## src/rtl/max110xx_pkg.sv

```systemverilog
// Shared types for the MAX110xx reader: FSM state encoding and channel-index width.
package max110xx_pkg;

    localparam int CH_W = 3;

    typedef enum logic [2:0] {
        IDLE,
        CONV,
        WAIT_EOC,
        RD_LOW,
        RD_HIGH,
        DONE
    } state_t;

endpackage

```

## src/rtl/sync_2ff.sv

```systemverilog
// sync_2ff: two-flop synchroniser for the asynchronous active-low EOC line.
// Latency: two clocks. Resets to 1 (EOC idle).
module sync_2ff (
    input  logic clock,
    input  logic rst_n,
    input  logic d_i,
    output logic q_o
);

    logic [1:0] ff_q;

    always_ff @(posedge clock or negedge rst_n) begin
        if (!rst_n) begin
            ff_q <= 2'b11;
        end else begin
            ff_q <= {ff_q[0], d_i};
        end
    end

    assign q_o = ff_q[1];

endmodule

```

## src/rtl/max110xx_reader.sv

```systemverilog
// max110xx_reader: runs convert / wait-EOC / read-NUM_CH frames on a parallel MAX110xx ADC.
// Latency: conv_start falls one clock after the request; each word is flagged on the first RD_HIGH cycle.
// No backpressure: start while busy is dropped. Optional EOC watchdog with `EOC_TIMEOUT_EN defined.
module max110xx_reader
    import max110xx_pkg::*;
#(
    parameter int NUM_CH      = 8,
    parameter int DATA_W      = 16,
    parameter int T_CONV      = 4,
    parameter int T_RD_LOW    = 5,
    parameter int T_RD_HIGH   = 2,
    parameter int EOC_TIMEOUT = 1024
) (
    input  logic              clock,
    input  logic              rst_n,
    input  logic              start,
    input  logic              free_run,
    input  logic              end_of_con,
    input  logic [DATA_W-1:0] inputDB,
    output logic              conv_start,
    output logic              chip_sel,
    output logic              read_s,
    output logic              write,
    output logic [DATA_W-1:0] sample_data,
    output logic [CH_W-1:0]   sample_ch,
    output logic              sample_valid,
    output logic              frame_done,
    output logic              timeout_err,
    output logic              busy
);

    localparam int MAX_A = (T_CONV > T_RD_LOW) ? T_CONV : T_RD_LOW;
    localparam int MAX_B = (MAX_A > T_RD_HIGH) ? MAX_A : T_RD_HIGH;
`ifdef EOC_TIMEOUT_EN
    localparam int CNT_MAX = (MAX_B > EOC_TIMEOUT) ? MAX_B : EOC_TIMEOUT;
`else
    localparam int CNT_MAX = MAX_B;
    localparam int unused_eoc_timeout = EOC_TIMEOUT;
`endif
    localparam int CNT_W = $clog2(CNT_MAX) + 1;

    localparam logic [CNT_W-1:0] LD_CONV = CNT_W'(T_CONV - 1);
    localparam logic [CNT_W-1:0] LD_RDL  = CNT_W'(T_RD_LOW - 1);
    localparam logic [CNT_W-1:0] LD_RDH  = CNT_W'(T_RD_HIGH - 1);
    localparam logic [CH_W-1:0]  LAST_CH = CH_W'(NUM_CH - 1);

    state_t              state_q, state_d;
    logic [CNT_W-1:0]    cnt_q, cnt_d;
    logic [CH_W-1:0]     ch_q, ch_d;
    logic                eoc_sync, eoc_prev_q, eoc_fall, cnt_zero, capture;
    logic                conv_start_q, chip_sel_q, read_s_q;
    logic [DATA_W-1:0]   sample_data_q;
    logic [CH_W-1:0]     sample_ch_q;
    logic                sample_valid_q, frame_done_q, busy_q;

    sync_2ff u_eoc_sync (
        .clock (clock),
        .rst_n (rst_n),
        .d_i   (end_of_con),
        .q_o   (eoc_sync)
    );

    assign eoc_fall = eoc_prev_q & ~eoc_sync;
    assign cnt_zero = (cnt_q == '0);

`ifdef EOC_TIMEOUT_EN
    localparam logic [CNT_W-1:0] LD_TO = CNT_W'(EOC_TIMEOUT - 1);
    logic to_hit, timeout_err_q;
`endif

    always_comb begin
        state_d = state_q;
        cnt_d   = cnt_q;
        ch_d    = ch_q;
        capture = 1'b0;
`ifdef EOC_TIMEOUT_EN
        to_hit  = 1'b0;
`endif
        case (state_q)
            IDLE: begin
                if (start || free_run) begin
                    state_d = CONV;
                    cnt_d   = LD_CONV;
                end
            end
            CONV: begin
                if (cnt_zero) begin
                    state_d = WAIT_EOC;
`ifdef EOC_TIMEOUT_EN
                    cnt_d   = LD_TO;
`endif
                end else begin
                    cnt_d = cnt_q - CNT_W'(1);
                end
            end
            WAIT_EOC: begin
                if (eoc_fall) begin
                    state_d = RD_LOW;
                    ch_d    = '0;
                    cnt_d   = LD_RDL;
                end
`ifdef EOC_TIMEOUT_EN
                else if (cnt_zero) begin
                    state_d = IDLE;
                    to_hit  = 1'b1;
                end else begin
                    cnt_d = cnt_q - CNT_W'(1);
                end
`endif
            end
            RD_LOW: begin
                if (cnt_zero) begin
                    capture = 1'b1;
                    state_d = RD_HIGH;
                    cnt_d   = LD_RDH;
                end else begin
                    cnt_d = cnt_q - CNT_W'(1);
                end
            end
            RD_HIGH: begin
                if (!cnt_zero) begin
                    cnt_d = cnt_q - CNT_W'(1);
                end else if (ch_q == LAST_CH) begin
                    state_d = DONE;
                end else begin
                    state_d = RD_LOW;
                    ch_d    = ch_q + CH_W'(1);
                    cnt_d   = LD_RDL;
                end
            end
            DONE: begin
                // Free-running frames skip the IDLE dwell so conversions run back to back.
                if (free_run) begin
                    state_d = CONV;
                    cnt_d   = LD_CONV;
                end else begin
                    state_d = IDLE;
                end
            end
            default: state_d = IDLE;
        endcase
    end

    // Control outputs are registered from the next state so they track state_q exactly.
    always_ff @(posedge clock or negedge rst_n) begin
        if (!rst_n) begin
            state_q        <= IDLE;
            cnt_q          <= '0;
            ch_q           <= '0;
            eoc_prev_q     <= 1'b1;
            conv_start_q   <= 1'b1;
            chip_sel_q     <= 1'b1;
            read_s_q       <= 1'b1;
            sample_data_q  <= '0;
            sample_ch_q    <= '0;
            sample_valid_q <= 1'b0;
            frame_done_q   <= 1'b0;
            busy_q         <= 1'b0;
        end else begin
            state_q        <= state_d;
            cnt_q          <= cnt_d;
            ch_q           <= ch_d;
            eoc_prev_q     <= eoc_sync;
            conv_start_q   <= (state_d != CONV);
            chip_sel_q     <= !((state_d == RD_LOW) || (state_d == RD_HIGH));
            read_s_q       <= (state_d != RD_LOW);
            sample_valid_q <= capture;
            frame_done_q   <= (state_d == DONE);
            busy_q         <= (state_d != IDLE);
            if (capture) begin
                sample_data_q <= inputDB;
                sample_ch_q   <= ch_q;
            end
        end
    end

`ifdef EOC_TIMEOUT_EN
    always_ff @(posedge clock or negedge rst_n) begin
        if (!rst_n) begin
            timeout_err_q <= 1'b0;
        end else begin
            timeout_err_q <= to_hit;
        end
    end
    assign timeout_err = timeout_err_q;
`else
    assign timeout_err = 1'b0;
`endif

    assign conv_start   = conv_start_q;
    assign chip_sel     = chip_sel_q;
    assign read_s       = read_s_q;
    assign write        = 1'b1;
    assign sample_data  = sample_data_q;
    assign sample_ch    = sample_ch_q;
    assign sample_valid = sample_valid_q;
    assign frame_done   = frame_done_q;
    assign busy         = busy_q;

endmodule

```

## config.mk

```make
export PLATFORM = sky130hd
export DESIGN_NAME = max110xx_reader
export DESIGN_NICKNAME = d
export VERILOG_FILES = /design/src/rtl/max110xx_pkg.sv /design/src/rtl/sync_2ff.sv /design/src/rtl/max110xx_reader.sv
export SDC_FILE = /design/constraint.sdc
export NUM_CORES = 1
export LEC_CHECK = 0
export ABC_AREA = 1
export CAP_MARGIN = 20
export CORE_MARGIN = 4
export CORE_UTILIZATION = 44
export DETAILED_ROUTE_END_ITERATION = 12
export PLACE_DENSITY = 0.76
export SLEW_MARGIN = 15
export SYNTH_ARGS = -nofsm -noshare
export SYNTH_HDL_FRONTEND = slang
export SYNTH_HIERARCHICAL = 1
export SYNTH_SLANG_ARGS = --single-unit
```

## constraint.sdc

```tcl
create_clock -name clock -period 1.5 [get_ports clock]
set_input_delay 0.225 -clock clock [delete_from_list [all_inputs] [get_ports clock]]
set_output_delay 0.225 -clock clock [all_outputs]
set_load 0.02 [all_outputs]
```

Word level (Yosys, flattened, before mapping) --
Index checks and enable logic that the tools add are counted.
Word-level totals: output and inout bits 27, memory bits (writable) 0, logic and storage cells 67, bits of input ports 21, memories 0, memory bits (read-only) 0, latch bits 0, register bits 38
Operators by class: $add $sub $neg 2, bitwise logic cells 2, order comparisons 0, multiply operators 0, multiplexer cells 22, equal/unequal tests 18, divide/modulo/power cells 0, shifts and indexed selects 0, reduce and logical (&&, ||, !) cells 10
Operators by type and width (number):
- 4-bit two-way mux | 7
- 3-bit two-way mux | 9
- 4-bit case mux with 6 select lines | 1
- 3-bit case mux with 6 select lines | 1
- 3-bit == test (second input constant) | 5
- 2-bit != test (second input constant) | 6
- 3-bit by 2-bit == test with 1-bit output (second input constant) | 3
- 3-bit case mux with 2 select lines | 1
- 6-bit AND reduction | 1
- 6-bit nonzero test | 1
- 4-bit logical NOT | 1
- 4-bit AND reduction | 1
- 4-bit by 1-bit subtractor with 4-bit output (second input constant) | 1
- 3-bit by 1-bit adder with 3-bit output (second input constant) | 1
- 3-bit by 1-bit == test with 1-bit output (second input constant) | 1
- 3-bit logical NOT | 1
- 1-bit two-way mux | 3
- 3-bit by 1-bit != test with 1-bit output (second input constant) | 1
- 3-bit by 2-bit != test with 1-bit output (second input constant) | 1
- 3-bit != test (second input constant) | 1
- 3-bit nonzero test | 1
- 1-bit logical OR | 2
- 2-bit nonzero test | 1
- 1-bit bitwise AND | 1
- 2 further kinds | 2

Depth between registers and ports, before layout --
depth after elaboration 7, mapped depth 10

By module --
Netlist, hierarchy kept.
By module, submodules not included:
- max110xx_reader | times used 1, cells each 225, area each 1804.2 um^2
- sync_2ff | times used 1, cells each 2, area each 52.6 um^2

Worst setup path before layout --
OpenSTA, ideal clock, no wires.
path kind register -> register, from reg cnt_q[0], to reg sample_ch_q[2] (netlist: sample_ch[2]), path slack 4 ps, required time 1382 ps, stages on the path, launching flop included 9, arrival time 1378 ps, library setup time 118 ps, clock period less this slack 1496 ps, path buffers 1, path through dfrtp_1 > inv_1 > ha_1 > nand3_4 > nor2_8 > inv_4 > buf_6 > nand2_1 > o21ai_2
Between the ends: word-level cells in the longest chain between the ends 3
RTL lines:
- start: declaration | line max110xx_reader.sv:48 | logic [CNT_W-1:0] cnt_q, cnt_d;
- start signal: assignment | line max110xx_reader.sv:161 | cnt_q <= cnt_d;
- 4-bit logical NOT | line max110xx_reader.sv:64 | assign cnt_zero = (cnt_q == '0);
- 1-bit two-way mux | line max110xx_reader.sv:112 | if (cnt_zero) begin
- 1-bit two-way mux | line max110xx_reader.sv:79 | case (state_q)
- end signal: assignment | line max110xx_reader.sv:172 | sample_ch_q <= ch_q;
- end: declaration | line max110xx_reader.sv:53 | logic [CH_W-1:0] sample_ch_q;
No other way between the ends. A chain may end at the register's enable or synchronous reset.

Final worst setup path --
from reg sample_data_q[8] (netlist: sample_data[8]), to out sample_data[8]
RTL lines:
- start: declaration | line max110xx_reader.sv:52 | logic [DATA_W-1:0] sample_data_q;
- start signal: assignment | line max110xx_reader.sv:171 | sample_data_q <= inputDB;
- end: declaration | line max110xx_reader.sv:24 | output logic [DATA_W-1:0] sample_data,
No word-level cell between the ends.

==> impl_metrics.ini <==
[cells_and_area]
drive_above_1_share_pct = 21.5
stdcell_area_sq_mm = 0.00262
layout.nets = 313
antenna_cells = 0
final_common_cell = nand2_1
syn_to_final_growth_pct = 41.2
final_cell_mix = nand2_1 (96), dfrtp_1 (30), clkdlybuf4s50_1 (24)

[power_and_ir_drop]
p_sw_uw = 2140
p_clk_share_pct = 14.5
p_int_uw = 2910
max-vdd-ir-drop_mv = 1.06
p_comb_share_pct = 52.5
p_seq_share_pct = 33.1
cellPowerDensity_mw_per_mm2 = 1930
p_leak_uw = 0.00145
swShare_pct = 42.3

[cts]
numCtsBuffers = 5
cts_tree = done
clock-sinks = 38
clock_latency_ns = 0.29
clock_path_buffers = 2
cts_root_buf = clkbuf_8
cts.clk_slew.worst_paths_ns = 0.08
h-tree-depth = 2

[logic_synthesis]
synth.avg_cell_area_sq_um = 8.18
postSynthCellCount = 227
synth.distinct_cells = 24
yosys_warnings = 6
synth.yosys.seq_area_share_pct = 51.6
syn_nets = 252
ys_ff_latch = 38
syn_area_sq_mm = 0.00186

[worst_setup_path]
worstPathCellList = clkdlybuf4s50_1
rr_startpoint = cnt_q[1]
rrSetupSlack_ns = 0.05
setup.worst_path.start_class = flop
critPathLaunch = sample_data[8]
path_class = flop to primary output
max_stage_delay_ns = 0.61
cp.required_ns = 1.27
endpoint_kind = primary output
crit_fanout = 2
regToRegEndpoint = cnt_q[1]
arrival_ns = 1.24
cp_slowest_cell = clkdlybuf4s50_1
cp.buffers_inverters = 1
crit_family = buffers and inverters
r2r_cells = 9

[routing]
routedWlPerCell_microns = 12.0
routed_wl_microns = 4060
drt-pass1-iter-count = 4
viasPerCell = 4.70
drc_errors = 0
postRouteAntennaNets = 0
via_count = 1594
drt-initial-drc-count = 124

[global_route]
grt_max_degree = 39
antenna_found_initial = 0
first_global_vias = 1511
grt_overflow_total = 0
gr-usage-all-layers_pct = 16.5
grt_pass1_wl_microns = 6800

[placed_design]
place_area_sq_mm = 0.00238
io_buffers = 45
gp_congestion = 0.858
dpl.hpwl_microns = 3010

[floorplanning]
die_h_microns = 73.0
core_sq_mm = 0.00403
ioPinCount = 48
start_util_pct = 46.1
die_x_microns = 73.0
dieArea_sq_mm = 0.00532
num_rows = 23

[worst_hold_path]
whs_endpoint = u_eoc_sync/ff_q[0]
hold_class = primary input to flop
hold_start = end_of_con
min_path_cells = 1

[timing]
fin_crit_ns = 1.46
setup_viol = 0
hold_viol = 0
period_share_pct = 97.7
rsz0062_at_grt = yes
slew_viol_final = 0
fin_skew_ns = 0.00496
setup-tns-final_ns = 0
fmax_mhz = 683

[run_status]
status = completed

[flow_run]
cap_violations = 0
-- worst reg2reg max path, stage by stage, from the launching register on --
cell	delay [ns]
dfrtp_1	0.39
inv_2	0.07
ha_4	0.18
nand3_4	0.14
buf_6	0.14
nor2_2	0.03
a21oi_1	0.15
nand3_2	0.13
nand2_1	0.08
nand2_1	0.05
-- how the worst max path moves through the flow --
stage                          end  slack, ns  depth (start not counted)
floorplan             sample_ch[2]      0.004                          8
global placement          cnt_q[1]      -0.04                          9
detailed placement            busy      -0.06                          7
CTS                           busy      0.004                          7
global route              chip_sel      -0.07                          9
finish              sample_data[8]       0.04                          1
-- synthesized netlist by cell type (all sizes together) --
| library cell | instances | share of area [%] |
|---|---|---|
| nand3 | 17 | 5.3 |
| dfrtp | 32 | 43 |
| o21ai | 7 | 2.5 |
| inv | 25 | 5.2 |
| nand4 | 2 | 0.67 |
| a21oi | 2 | 0.54 |
| dfstp | 6 | 8.5 |
| nand2 | 99 | 20 |
| ha | 4 | 2.7 |
| buf | 5 | 2.6 |
| xor2 | 2 | 0.94 |
| nor3 | 4 | 1.7 |
| conb | 2 | 0.40 |
| nor2 | 20 | 5.6 |
-- through the flow --
| step | util (%) | setup WS [ns] | hold slack (ns) | cells | power [uW] |
|---|---|---|---|---|---|
| after floorplan | - | 0.00388 | -0.0706 | 227 | 3220 |
| after CTS | 62.4 | 0.00381 | 0.336 | 337 | 4990 |
| after detailed placement | 59.2 | -0.0594 | 0.300 | 326 | 4230 |
| final | 65.1 | 0.0352 | 0.342 | 339 | 5050 |
| after global routing | 65.1 | -0.0688 | 0.328 | 339 | 5460 |
| after global placement | 59.2 | -0.0411 | 0.294 | 326 | 4170 |
-- power by group through the flow --
stage / logic (uW) / clock network (uW) / registers, uW
floorplan: 1200 / 0 / 2020
global placement: 2500 / 0 / 1680
detailed placement: 2550 / 0 / 1670
CTS: 2580 / 746 / 1660
global route: 2950 / 791 / 1720
finish: 2650 / 731 / 1670
-- registers in the layout, indices dropped and copies added, names as in the netlist --
register         cells
eoc_prev_q           1
frame_done           1
cnt_q                4
state_q              3
read_s               1
chip_sel             1
sample_data         16
u_eoc_sync/ff_q      2
busy                 1
sample_ch            3
sample_valid         1
ch_q                 3
conv_start           1
-- final cells by class --
type                    count  area (sq um)
flip-flops and latches     38           961
well taps                  50          62.6
inverters                  25          98.8
clock buffers               6          82.6
clock inverters             2          12.5
fillers                   359          1410
multi-input cells         159           817
repair buffers             59           588
-- repair_timing --
item	CTS	global route
setup endpoints to repair	26	40
pin swaps	2	5
hold endpoints to repair	32	0
setup buffers	2	2
gates resized for setup	8	36
hold buffers	1	0
-- per-layer routing --
metal  share of wire [%]  track usage (%)  up-vias
li1                    -                -      816
met1                  41             20.0      731
met2                  53             28.4       43
met3                 4.9             3.99        4
met4                 1.2             6.15        0
met5                   0                0        -
-- kinds of logic (layout without fill, tap and decap cells) --
group                      Yosys count  count (layout)  synth area share, %
and+or+nand+nor                    142             142                 33.5
DFF                                 38              38                 51.6
buffers and inverters               30              92                 7.82
AOI/OAI and AO/OA                    9               9                 3.03
adders and majority gates            4               4                 2.70
other                                2               2                0.404
xor gates and xnor gates             2               2                0.944
(Power assumes the default switching activity.)
==> RTL change 1: new RTL, same settings <==
Register the inputs `start`, `free_run`, `end_of_con` and `inputDB` before use, without a reset. The logic sees them one clock later.
--- a/src/rtl/max110xx_reader.sv
+++ b/src/rtl/max110xx_reader.sv
@@ -44,6 +44,18 @@
     localparam logic [CNT_W-1:0] LD_RDH  = CNT_W'(T_RD_HIGH - 1);
     localparam logic [CH_W-1:0]  LAST_CH = CH_W'(NUM_CH - 1);
 
+    logic start_q;
+    logic free_run_q;
+    logic end_of_con_q;
+    logic [DATA_W-1:0] inputDB_q;
+
+    always_ff @(posedge clock) begin
+        start_q      <= start;
+        free_run_q   <= free_run;
+        end_of_con_q <= end_of_con;
+        inputDB_q    <= inputDB;
+    end
+
     state_t              state_q, state_d;
     logic [CNT_W-1:0]    cnt_q, cnt_d;
     logic [CH_W-1:0]     ch_q, ch_d;
@@ -56,7 +68,7 @@
     sync_2ff u_eoc_sync (
         .clock (clock),
         .rst_n (rst_n),
-        .d_i   (end_of_con),
+        .d_i   (end_of_con_q),
         .q_o   (eoc_sync)
     );
 
@@ -78,7 +90,7 @@
 `endif
         case (state_q)
             IDLE: begin
-                if (start || free_run) begin
+                if (start_q || free_run_q) begin
                     state_d = CONV;
                     cnt_d   = LD_CONV;
                 end
@@ -130,7 +142,7 @@
             end
             DONE: begin
                 // Free-running frames skip the IDLE dwell so conversions run back to back.
-                if (free_run) begin
+                if (free_run_q) begin
                     state_d = CONV;
                     cnt_d   = LD_CONV;
                 end else begin
@@ -168,7 +180,7 @@
             frame_done_q   <= (state_d == DONE);
             busy_q         <= (state_d != IDLE);
             if (capture) begin
-                sample_data_q <= inputDB;
+                sample_data_q <= inputDB_q;
                 sample_ch_q   <= ch_q;
             end
         end
Formal check against the unedited RTL: not equivalent (a bounded check fails within 4 cycles, from zero or initial values and one cycle with rst_n low).
==> RTL change 1 against the unedited design <==
- maximum frequency increased by 0.12%
- total power is 15% higher
- first-iteration DRC count grew 2.4%
- area after synthesis up 19%
- critical path depth rose by 7
- sequential cell count grew 19
- hold slack got worse by 47 ps
- design area is 17% higher
- setup slack improved by 1.8 ps
- count of clock-buffer cells in the layout increased by 5
- wire length is 17% higher
- largest cell class unchanged
==> RTL change 1: results (changes against the unedited design) <==
- Status: finished, final reports clean
- Global-route wire length before repair: 7540 um (+11%)
- Worst hold path class: reg -> reg
- HP Start: end_of_con_q$_DFF_P_
- 1st-iter DRT viols: 127 (+2.4%)
- Post-Route Skew: 9.47 ps (+4.50 ps)
- DP Wirelength: 3070 um (+1.9%)
- Reg2reg start: ch_q[0]$_DFFE_PN0P_
- Fraction of synthesis flops using an asynchronous set or reset pin: 0.667 (-0.333)
- Cells on worst reg2reg path: 8 (-1)
- Hold depth: 0 (-1)
- Hold_ws: 295 ps (-46.7 ps)
- Seq/Total Area, Yosys: 0.607 (+0.0907)
- Via/cell ratio: 4.69 (-0.32%)
- Setup slack at placement: -43.4 ps (+16.0 ps)
- Final worst setup slack: 37.0 ps (+1.79 ps)
- Setup CP Type: reg -> reg
- DR WL/cell: 12.5 um (+4.3%)
- Mapped Nets: 270 (+7.1%)
- Fill cells: 393 (+9.5%)
- GP Congestion: 0.943 (+9.9%)
- WP data arrival: 1730 ps (+490 ps)
- Top post-synthesis cells by area: dfrtp_1 (36%), dfxtp_1 (17%), nand2_1 (17%)
- Clk_lat worst skew: 340 ps (+50 ps)
- DP Cell Count: 361 (+11%)
- Vias in the first global route: 1743 (+15%)
- Maximum VDD drop: 954 uV (-10%)
- Post-placement cell area: 2760 um^2 (+16%)
- GRT Overall Usage: 0.158 (-0.00669)
- WL final: 4750 um (+17%)
- Syn Inst Count: 245 (+7.9%)
- Netlist cell types: 25 (+4.2%)
- Num CTS Buffers: 9 (+4)
- Layout cell share with drive strength beyond 1: 0.240 (+0.0251)
- Pleak: 1.59 nW (+9.2%)
- H-tree Lvls: 3 (+1)
- Reg-to-Reg End: ch_q[0]$_DFFE_PN0P_
- Root buf cell: clkbuf_8
- Diodes inserted: 0 (unchanged)
RTL change 1: final cells by class:
cell class              instances  area [um^2]  share of cell area
multi-input cells             159          841               0.275
repair buffers                 59          533               0.174
flip-flops and latches         57         1340               0.439
clock inverters                 5         31.3              0.0102
well taps                      67         83.8              0.0274
clock buffers                  11          141              0.0462
inverters                      22         87.6              0.0286
RTL change 1: cell families (layout without fill, tap and decap cells):
logic type / after synthesis / count (layout) / synth area share
XOR/XNOR: 2 / 2 / 0.00794
flip-flops: 57 / 57 / 0.607
AO/OA/AOI/OAI: 8 / 8 / 0.0227
buffers and inverters: 29 / 97 / 0.0652
adder cells (fa/ha/maj): 4 / 4 / 0.0227
AND/OR/NAND/NOR: 143 / 143 / 0.271
other: 2 / 2 / 0.00340
RTL change 1: routing by layer:
layer	wire length, um	track usage
met2	2300	0.250
met1	2040	0.184
met4	129	0.0822
met3	290	0.0658
met5	0	0
RTL change 1: timing repair:
action | in CTS | in global routing
buffers inserted | 0 | 2
pin swaps | 0 | 5
endpoints found under the setup margin | 34 | 33
hold buffers | 1 | 0
gates resized for setup | 28 | 37
hold endpoints to repair | 32 | 0
RTL change 1: worst max-delay path, stage by stage (launching register included):
cell and delay [ps]:
dfrtp_1 390, ha_1 220, ha_2 190, inv_4 90, nand2_2 90, nor2_2 130
buf_4 140, nor2_1 40, a21oi_1 110
RTL change 1: power by group:
| part | total [mW] | leakage [nW] | switching, mW | internal [mW] |
|---|---|---|---|---|
| Sequential | 2.21 | 0.632 | 0.260 | 1.95 |
| Combinational | 2.35 | 0.868 | 1.42 | 0.929 |
| Clock | 1.23 | 0.0891 | 0.597 | 0.637 |
==> RTL change 2: new RTL, config.mk and constraints unchanged <==
Without the edit above. Add a define of `EOC_TIMEOUT_EN`.
--- a/src/rtl/max110xx_reader.sv
+++ b/src/rtl/max110xx_reader.sv
@@ -1,6 +1,8 @@
 // max110xx_reader: runs convert / wait-EOC / read-NUM_CH frames on a parallel MAX110xx ADC.
 // Latency: conv_start falls one clock after the request; each word is flagged on the first RD_HIGH cycle.
 // No backpressure: start while busy is dropped. Optional EOC watchdog with `EOC_TIMEOUT_EN defined.
+`define EOC_TIMEOUT_EN
+
 module max110xx_reader
     import max110xx_pkg::*;
 #(
Behaviour: no difference found for any inputs over 10 cycles, from zero or initial values and one cycle with rst_n low; that may be too few to reach the edited logic, so the function may still have changed.
==> RTL change 2 against the unedited design <==
- the run now ends with negative setup slack left
- sequential share of layout area shrank 3.7 points
- wire length grew 55%
- hold slack lost 24 ps
- sequential cell count grew 8
- setup slack lost 180 ps
- utilization grew 3.3 points
- area after synthesis grew 27%
- design area grew 34%
- count of clock-buffer cells in the layout shrank 1
Power is left out: it rests on default switching activity, and per cell area and clock period it moved more than threefold.
==> RTL change 2: results (changes against the unedited design) <==
- Status: finished, violations left
- Failing checks: negative setup slack
- Setup slack at placement: -105 ps (-45.3 ps)
- Worst setup endpoint: cnt_q[5]$_DFFE_PN0P_
- Vias in the first global route: 2189 (+45%)
- Syn_area_per_cell: 7.97 um^2 (-2.6%)
- Via/cell ratio: 4.85 (+3.2%)
- Syn. warnings: 6 (unchanged)
- Worst path top cell family by delay: simple AND/OR/NAND/NOR gates
- Ys flop type: dfrtp_1
- Seq/Total Area, Yosys: 0.493 (-0.0234)
- Mapped Nets: 320 (+27%)
- DR vias: 2256 (+42%)
- 1st-iter DRT viols: 139 (+12%)
- GP Congestion: 0.881 (+2.6%)
- Max stage delay on crit path: 400 ps (-210 ps)
- Diodes inserted: 0 (unchanged)
- Clock transition at path regs: around 90 ps
- Netlist cell types: 33 (+38%)
- DR WL/cell: 13.6 um (+13%)
- Global-route wire length before repair: 9890 um (+45%)
- Worst hold path class: in -> reg
- Port buffer count: 46 (+2.2%)
- Pin count of the biggest net entering global routing: 29 (-26%)
- DP Wirelength: 4340 um (+44%)
- WP data arrival: 1860 ps (+620 ps)
- DP Cell Count: 448 (+37%)
- GRT Overall Usage: 0.192 (+0.0270)
- Synth top cells by count: nand2_1 (124), dfrtp_1 (40), nor2_1 (30)
- Fill cells: 426 (+19%)
- Largest fanout on the critical path: 7 (+5)
- Slowest CP cell: dfrtp_1
- Top post-synthesis cells by area: dfrtp_1 (43%), nand2_1 (20%), dfstp_2 (6.7%)
- Final worst setup slack: -149 ps (-184 ps)
- Critical path launch point: cnt_q[6]$_DFFE_PN0P_
- Post-Route Skew: 10.3 ps (+5.38 ps)
- Setup violations, final: 38 (+38)
- Final net count: 419 (+34%)
- Clk_lat worst skew: 310 ps (+20 ps)
- Layout cell share with drive strength beyond 1: 0.296 (+0.0817)
RTL change 2: changes by cell type after synthesis, sizes merged, moves of 3 or more:
cell	before	now
o21ai	7	12
dfrtp	32	40
nand4	2	9
xor2	2	6
nand2	99	129
nand3	17	12
nor2	20	36
xnor2	0	3
RTL change 2: routing by layer:
| layer | GRT usage | vias up | part of all wire |
|---|---|---|---|
| met4 | 0.0726 | 0 | 0.021 |
| li1 | - | 1118 | - |
| met2 | 0.325 | 62 | 0.51 |
| met5 | 0 | - | 0 |
| met1 | 0.244 | 1060 | 0.42 |
| met3 | 0.0344 | 16 | 0.044 |
RTL change 2: logic make-up (layout without fill, tap and decap cells):
kind of cell / Yosys count / count (layout) / synth area share
AND/OR/NAND/NOR: 189 / 189 / 0.350
flip-flops: 46 / 46 / 0.493
buffers and inverters: 30 / 130 / 0.0591
AO/OA/AOI/OAI: 16 / 16 / 0.0420
XOR/XNOR: 9 / 9 / 0.0335
adder cells (fa/ha/maj): 4 / 4 / 0.0213
other: 1 / 1 / 0.00160
RTL change 2: how the worst min path moves through the flow:
stage	startpoint	to	slack, ps	cells after the start
after global placement	rst_n	state_q[2]$_DFF_PN0_	190	1
after CTS	end_of_con	u_eoc_sync/ff_q[0]$_DFF_PN1_	310	1
final	end_of_con	u_eoc_sync/ff_q[0]$_DFF_PN1_	320	1
after global routing	end_of_con	u_eoc_sync/ff_q[0]$_DFF_PN1_	330	1
after floorplan	rst_n	busy$_DFF_PN0_	-70	0
after detailed placement	rst_n	state_q[1]$_DFF_PN0_	200	1
RTL change 2: layout make-up:
class | count | share of cell area
multi-input cells | 219 | 0.339
repair buffers | 97 | 0.252
clock inverters | 3 | 0.00605
flip-flops and latches | 46 | 0.330
clock buffers | 5 | 0.0196
well taps | 70 | 0.0249
inverters | 25 | 0.0288
RTL change 2: per-stage QoR:
step           hold WS (ps)  setup TNS, ps   util  area (um^2)
2_1_floorplan         -70.6              0      -         2370
3_3_place_gp            191           -824  0.624         3210
3_5_place_dp            200          -2870  0.624         3210
4_1_cts                 311          -2540  0.651         3350
5_1_grt                 328          -6890  0.684         3510
6_report                317          -3800  0.684         3510
RTL change 2: timing repair:
action	4_1_cts	5_1_grt
gates resized for setup	36	31
pin swaps	8	10
cloned	0	1
endpoints found under the setup margin	56	47
hold endpoints to repair	12	0
hold buffers	1	0
setup buffers	2	5
RTL change 2: worst register-to-register path: cells and delay by family (launching register included):
family / cells / cell delay, ps
flops: 1 / 400
buf+inv: 1 / 130
simple gates: 8 / 1000
